==> config.mk <==
export PLATFORM = sky130hd
export DESIGN_NAME = feature_conv11_reader
export DESIGN_NICKNAME = d
export VERILOG_FILES = /design/src/rtl/feature_conv11_reader.sv
export SDC_FILE = /design/constraint.sdc
export NUM_CORES = 1
export LEC_CHECK = 0
export CORE_AREA = 2 2 286 288
export CTS_BUF_LIST = sky130_fd_sc_hd__clkbuf_8
export DETAILED_ROUTE_END_ITERATION = 10
export DIE_AREA = 0 0 288 290
export PLACE_DENSITY = 0.56
export SLEW_MARGIN = 20
export SYNTH_ARGS = -nofsm -noshare
export SYNTH_HDL_FRONTEND = slang
export SYNTH_SLANG_ARGS = --single-unit
==> constraint.sdc <==
create_clock -name clk -period 25.1 [get_ports clk]
set_clock_uncertainty 0.15 [all_clocks]
set_input_delay 5.02 -clock clk [delete_from_list [all_inputs] [get_ports clk]]
set_output_delay 5.02 -clock clk [all_outputs]
set_load 0.02 [all_outputs]
==> src/rtl/feature_conv11_reader.sv <==
// Burst reader between the 1x1-conv feature FIFO and the 1x1 PE array.
// Drains one row per M_Ready into a 2-entry skid buffer; flushes FIFO at layer end.
module feature_conv11_reader #(
  parameter int WIDTH     = 256,
  parameter int ADDR_BITS = 10,
  parameter int ROW_BITS  = 12
) (
  input  logic                 clk,
  input  logic                 rst,
  input  logic                 Start,
  input  logic [ADDR_BITS:0]   Row_Words,
  input  logic [ROW_BITS-1:0]  Row_Num,
  input  logic                 M_Ready,
  output logic [ADDR_BITS:0]   M_count,
  output logic                 rd_en,
  input  logic [WIDTH-1:0]     fifo_dout,
  output logic                 Next_Reg,
  output logic [WIDTH-1:0]     dout,
  output logic                 dout_valid,
  input  logic                 dout_ready,
  output logic                 dout_last,
  output logic                 Done,
  output logic                 Busy
);

  typedef enum logic [2:0] {
    IDLE, GAP, WAIT, READ, DRAIN, FLUSH
  } state_t;

  localparam logic [ADDR_BITS:0]  W_ONE = 1;
  localparam logic [ROW_BITS-1:0] R_ONE = 1;

  state_t               state;
  logic [ADDR_BITS:0]   rw_q;
  logic [ADDR_BITS:0]   issued;
  logic [ROW_BITS-1:0]  rn_q;
  logic [ROW_BITS-1:0]  row_cnt;
  logic [1:0]           gap_cnt;

  logic                 inflight;
  logic                 inflight_last;
  logic [WIDTH-1:0]     buf_data [2];
  logic                 buf_last [2];
  logic                 rd_ptr;
  logic                 wr_ptr;
  logic [1:0]           count;

  logic                 pop;
  logic [1:0]           occ_eff;
  logic [2:0]           credit;
  logic                 last_word;

  assign dout_valid = (count != 2'd0);
  assign dout       = buf_data[rd_ptr];
  assign dout_last  = dout_valid & buf_last[rd_ptr];
  assign pop        = dout_valid & dout_ready;

  // A word popped this cycle frees its slot for a read issued this cycle.
  assign occ_eff    = count - {1'b0, pop};
  assign credit     = {1'b0, occ_eff} + {2'b00, inflight};
  assign last_word  = (issued == rw_q - W_ONE);
  assign rd_en      = (state == READ) &&
                      (issued < rw_q) &&
                      (credit < 3'd2);

  always_ff @(posedge clk or posedge rst) begin
    if (rst) begin
      inflight      <= 1'b0;
      inflight_last <= 1'b0;
      rd_ptr        <= 1'b0;
      wr_ptr        <= 1'b0;
      count         <= 2'd0;
      for (int i = 0; i < 2; i++) begin
        buf_data[i] <= '0;
        buf_last[i] <= 1'b0;
      end
    end else begin
      inflight      <= rd_en;
      inflight_last <= rd_en & last_word;
      if (inflight) begin
        buf_data[wr_ptr] <= fifo_dout;
        buf_last[wr_ptr] <= inflight_last;
        wr_ptr           <= ~wr_ptr;
      end
      if (pop) begin
        rd_ptr <= ~rd_ptr;
      end
      unique case ({inflight, pop})
        2'b10:   count <= count + 2'd1;
        2'b01:   count <= count - 2'd1;
        default: count <= count;
      endcase
    end
  end

  always_ff @(posedge clk or posedge rst) begin
    if (rst) begin
      state    <= IDLE;
      rw_q     <= '0;
      rn_q     <= '0;
      M_count  <= '0;
      issued   <= '0;
      row_cnt  <= '0;
      gap_cnt  <= '0;
      Next_Reg <= 1'b0;
      Done     <= 1'b0;
      Busy     <= 1'b0;
    end else begin
      Next_Reg <= 1'b0;
      Done     <= 1'b0;
      if (rd_en) begin
        issued <= issued + W_ONE;
      end
      unique case (state)
        IDLE: begin
          if (Start) begin
            rw_q    <= Row_Words;
            rn_q    <= Row_Num;
            M_count <= Row_Words;
            issued  <= '0;
            row_cnt <= '0;
            gap_cnt <= '0;
            Busy    <= 1'b1;
            if (Row_Words == '0 || Row_Num == '0) begin
              state <= FLUSH;
              Done  <= 1'b1;
            end else begin
              state <= GAP;
            end
          end
        end
        GAP: begin
          // Lets a stale M_Ready from the previous row settle.
          if (gap_cnt == 2'd2) begin
            gap_cnt <= '0;
            state   <= WAIT;
          end else begin
            gap_cnt <= gap_cnt + 2'd1;
          end
        end
        WAIT: begin
          if (M_Ready) begin
            state <= READ;
          end
        end
        READ: begin
          if (rd_en && last_word) begin
            state <= DRAIN;
          end
        end
        DRAIN: begin
          if (!inflight && count == 2'd0) begin
            issued <= '0;
            if (row_cnt == rn_q - R_ONE) begin
              state    <= FLUSH;
              Next_Reg <= 1'b1;
              Done     <= 1'b1;
            end else begin
              row_cnt <= row_cnt + R_ONE;
              gap_cnt <= '0;
              state   <= GAP;
            end
          end
        end
        FLUSH: begin
          state <= IDLE;
          Busy  <= 1'b0;
        end
        default: begin
          state <= IDLE;
        end
      endcase
    end
  end

endmodule

---- After elaboration in Yosys (flattened, before gate mapping) ----
Index checks and enable logic that the tools add are counted.
operators by class
  muxes and demuxes ....................... 42
  equality and inequality tests ........... 16
  magnitude comparators ................... 5
  bitwise operators ....................... 7
  $add $sub $neg .......................... 9
  reduce and logical (&&, ||, !) cells .... 21
operators with widths
  kind                                                 number
  two-way mux 256 bit                                  4
  bitwise mux 512 bit                                  1
  demux 256 bit (select 1 bit)                         1
  two-way mux 12 bit                                   3
  two-way mux 11 bit                                   3
  case mux 12 bit (2 select lines)                     1
  case mux 11 bit (2 select lines)                     1
  two-way mux 3 bit                                    7
  case mux 3 bit (5 select lines)                      1
  adder 12 x 1 -> 12 bit, second input constant        1
  equality test 12 bit                                 1
  zero test 12 bit                                     1
  subtractor 12 x 1 -> 12 bit, second input constant   1
  adder 11 x 1 -> 11 bit, second input constant        1
  equality test 11 bit                                 1
  zero test 11 bit                                     1
  less-than comparator 11 bit                          1
  subtractor 11 x 1 -> 11 bit, second input constant   1
  two-way mux 1 bit                                    10
  inequality test 2 bit, second input constant         5
  two-way mux 2 bit                                    4
  AND reduction 4 bit                                  2
  nonzero test 2 bit                                   4
  equality test 3 x 2 -> 1 bit, second input constant  2
  28 further kinds                                     42
storage, ports and cells
  output and inout port bits .............. 273
  logic and storage cells ................. 118
  bits of input ports ..................... 284
  bits in registers ....................... 574

---- Depth between registers and ports, before layout ----
  word-level depth ........................ 9
  gate-level depth with buffers ........... 12
  mapped depth without buffers ............ 11

---- Worst setup path after synthesis ----
OpenSTA, ideal clock, no wires.
  kind .................................... input to output
  start point ............................. in dout_ready
  end point ............................... out rd_en
  buffers on the path ..................... 1
  required time ........................... 19930 ps
  path slack .............................. 13624 ps
  arrival ................................. 6306 ps
  cell stages on the path ................. 7
  path through ............................ and2_1 ha_1 xnor2_1 o211ai_1 a21oi_1 o21a_1 clkbuf_1
between the ends
  word-level cells in the longest chain between the ends .. 5
ends and longest elaborated chain
  what                                 RTL line  RTL
  start: declaration                   20        input logic dout_ready,
  AND 1 bit                            56        assign pop = dout_valid & dout_ready;
  subtractor 2 x 1 -> 2 bit            59        assign occ_eff = count - {1'b0, pop};
  adder 2 x 1 -> 3 bit                 60        assign credit = {1'b0, occ_eff} + {2'b00, inflight};
  less-than comparator 3 x 2 -> 1 bit  64        (credit < 3'd2);
  logical AND 1 bit                    63        (issued < rw_q) &&
  end: declaration                     15        output logic rd_en,
Every way passes these cells.

---- Final worst setup path ----
  start point ............................. in dout_ready
  end point ............................... out rd_en
between the ends
  word-level cells in the longest chain between the ends .. 5
ends and longest elaborated chain
  what                                 RTL line  RTL
  AND 1 bit                            56
  via pop                              48        logic pop;
  subtractor 2 x 1 -> 2 bit            59
  adder 2 x 1 -> 3 bit                 60
  less-than comparator 3 x 2 -> 1 bit  64
  logical AND 1 bit                    63
The timed path passes the listed nets, and every way through them passes these cells.

==> flow_summary.ini <==
[min_path]
min_from = buf_data[110]
hold_class = register to register

[worst_setup_path]
start_kind = input port
cpPeakStageDelay_ps = 760
path_class = input port to output port
endpoint_kind = output port
path_cells = clkdlybuf4s50_1 > and2_1 > ha_1 > xnor2_1 > o211ai_1 > a21oi_1 > o21a_1 > clkdlybuf4s50_1
path_max_fanout = 14
crit_path_start = dout_ready
reg2reg_from = wr_ptr
cp_data_required_time_ps = 19930
slowest_stage = clkdlybuf4s50_1
critPathMostFrequentCell = clkdlybuf4s50_1
crit_arrival_ps = 7470

[pwr]
power.total_mw = 4.969
ir_drop_mv = 0.1009
p_int_mw = 3.189
pwr_density_cell_nw_per_um2 = 145.1
switching_power_mw = 1.780
pwr-share-comb_pct = 50.3
p_leak_nw = 14.31
p_sw_share_pct = 35.81
seqPwrFrac_pct = 32.9
power_frac_clock_pct = 16.8

[detailed_routing]
dr.pass1.iters = 4
ant_nets = 0
first_iter_violations = 622
drt_wl_total_um = 67410
drc = 0
vias_per_cell = 4.755
avgRoutedWirePerCell_um = 19.19
vias = 16706

[global_route]
grt_pass1_wl_um = 105100
track_usage_pct = 15.95
antenna_found_initial = 13
grt_pass1_vias = 18435
grt_max_degree = 176
overflow = 0

[placement]
place.port_buffers = 556
dp_hpwl_um = 45580
post-place-ws_ps = 12470
place.gp.congestion = 0.8075
dpl_cell_area_um2 = 32280
dp.cells = 3329

[clock_network]
cts_buffer_depth = 3
cts_tree = yes
cts.clk_slew.worst_paths_ps = 50
postCtsSetupBuffers = 0
cts_resized = 0
cts_root_buffer = clkbuf_8
htreeDepth = 3
cts_sinks = 574
postCtsHoldBufs = 0
numCtsBuffers = 103
insertion_delay_ps = 670

[timing]
rsz0062_at_grt = false
slew_violations = 0
fmax_mhz = 79.10
post-route-period-util_pct = 50.37
finalHoldViolations = 0
fin_setup_tns_ps = 0
worst_slew_pin_slew_ps = 1409
finalWorstSetupSlack_ps = 12460
slew_headroom_pct = 6.076
period_needed_ps = 12640
final-setup-viol-count = 0

[logic_synthesis]
yosysMostFrequentCell = mux2_2
seq_area_frac_synth_pct = 56.14
syn-mean-instance-area_um2 = 14.24
synth_commonest_cells = mux2_2 (771), dfrtp_1 (574), clkbuf_1 (96)
synth_top_cell_by_area = dfrtp_1
synth_edf_count = 0
postSynthCellCount = 1797
ys_warn_count = 0
yosysTopAreaCellShare_pct = 56.14
synth.distinct_cells = 52
synth_fp_nets = 2098
synth_top_cells_by_area = dfrtp_1 (56%), mux2_2 (34%), clkbuf_1 (1.4%), nand2_1 (0.91%), xor2_1 (0.89%)
synth_ff_type = dfrtp_1
ys_async_sr_fraction_pct = 100.0
synthesis.area_um2 = 25590
synth_seq_cells = 574

[floorplanning]
die_area_um2 = 83520
start_util_pct = 31.92
rows = 104
core-area_um2 = 80160
io_pins = 557
die_w_um = 288
fp.dieH_um = 290

[run_status]
status = finished clean

[final_layout]
fin_area_um2 = 34250
multi_input_area_um2 = 10760
fin_nets = 2675
num-fill-cells = 7481
regArea_um2 = 14370
stdcell_count = 3513
syn2layout_area_growth_pct = 33.87
drive_above_1_share_pct = 38.00

[run]
drv_cap = 0
-- final timing paths --
kind                                  to  cells after the start  slack [ps]
max in group asynchronous  buf_data[224]                      5       17050
hold / removal             buf_data[110]                      1         350
hold reg to reg            buf_data[110]                      1         350
setup reg to reg           buf_data[403]                      5       21020
min in group asynchronous   buf_data[43]                      2        4740
setup / recovery                   rd_en                      8       12460
-- placed cells by master, fill, tap and decap left out, types with 13 or more instances in the layout --
cell               n
mux2_2           771
ha_1              17
dfrtp_1          573
a21oi_1           19
clkdlybuf4s50_1  556
clkbuf_8         118
nor3_1            16
nand2_1           61
buf_4             14
o21ai_0           22
xnor2_1           14
o21ai_1           13
nor2_1            23
xor2_1            26
nand4_1           13
inv_1             70
-- registers in the layout, indices dropped and copies added, names as in the netlist, 2 cells and up --
register and flops:
buf_data 512, buf_last 2, count 2, gap_cnt 2, issued 11, rn_q 12, row_cnt 12, rw_q 11
state 3
-- cell type report --
class | instances | area share (%)
clock buffer | 118 | 4.742
inverter | 25 | 0.2959
multi-input combinational | 1097 | 31.42
sequential | 574 | 41.95
antenna | 8 | 0.05845
timing repair buffer | 573 | 16.71
tap | 1060 | 3.872
clock inverter | 58 | 0.9571
-- power groups by stage --
| stage | Combinational [mW] | Clock, mW | Sequential, mW |
|---|---|---|---|
| finish | 2.50 | 0.833 | 1.63 |
| global placement | 2.50 | 0 | 1.61 |
| CTS | 2.54 | 0.872 | 1.64 |
| floorplan | 1.56 | 0 | 1.57 |
| global route | 2.66 | 0.919 | 1.70 |
| detailed placement | 2.53 | 0 | 1.65 |
-- layer usage --
metal	wire length [um]	GRT usage (%)	vias up	part of all wire [%]
li1	-	-	7638	-
met4	1819	5.889	14	2.7
met3	5634	5.857	117	8.4
met1	25900	17.64	8479	38
met5	87	0	-	0.13
met2	33970	27.80	458	50
-- critical path, delay by kind of cell --
kind | cells | cell delay, ps
buffers and inverters | 2 | 1200
adder cells (fa/ha/maj) | 1 | 190
AND/OR/NAND/NOR | 1 | 180
AO/OA/AOI/OAI | 3 | 760
XOR/XNOR | 1 | 120
-- kinds of logic (layout without fill, tap and decap cells) --
family / after synthesis / in the layout / synth area share (%)
DFF: 574 / 574 / 56.14
adders and majority gates: 17 / 17 / 0.8313
buffers and inverters: 126 / 774 / 1.893
muxes: 774 / 774 / 34.05
and+or+nand+nor: 176 / 176 / 3.482
other: 0 / 8 / 0
xor gates and xnor gates: 41 / 41 / 1.457
AOI/OAI and AO/OA: 89 / 89 / 2.147
-- through the flow --
| step | utilization, % | hold slack (ps) |
|---|---|---|
| 2_1_floorplan | - | 301.8 |
| 3_3_place_gp | 40.27 | 330.8 |
| 3_5_place_dp | 40.27 | 336.7 |
| 4_1_cts | 42.70 | 350.0 |
| 5_1_grt | 42.72 | 358.5 |
| 6_report | 42.73 | 347.1 |
(Power assumes the default switching activity.)
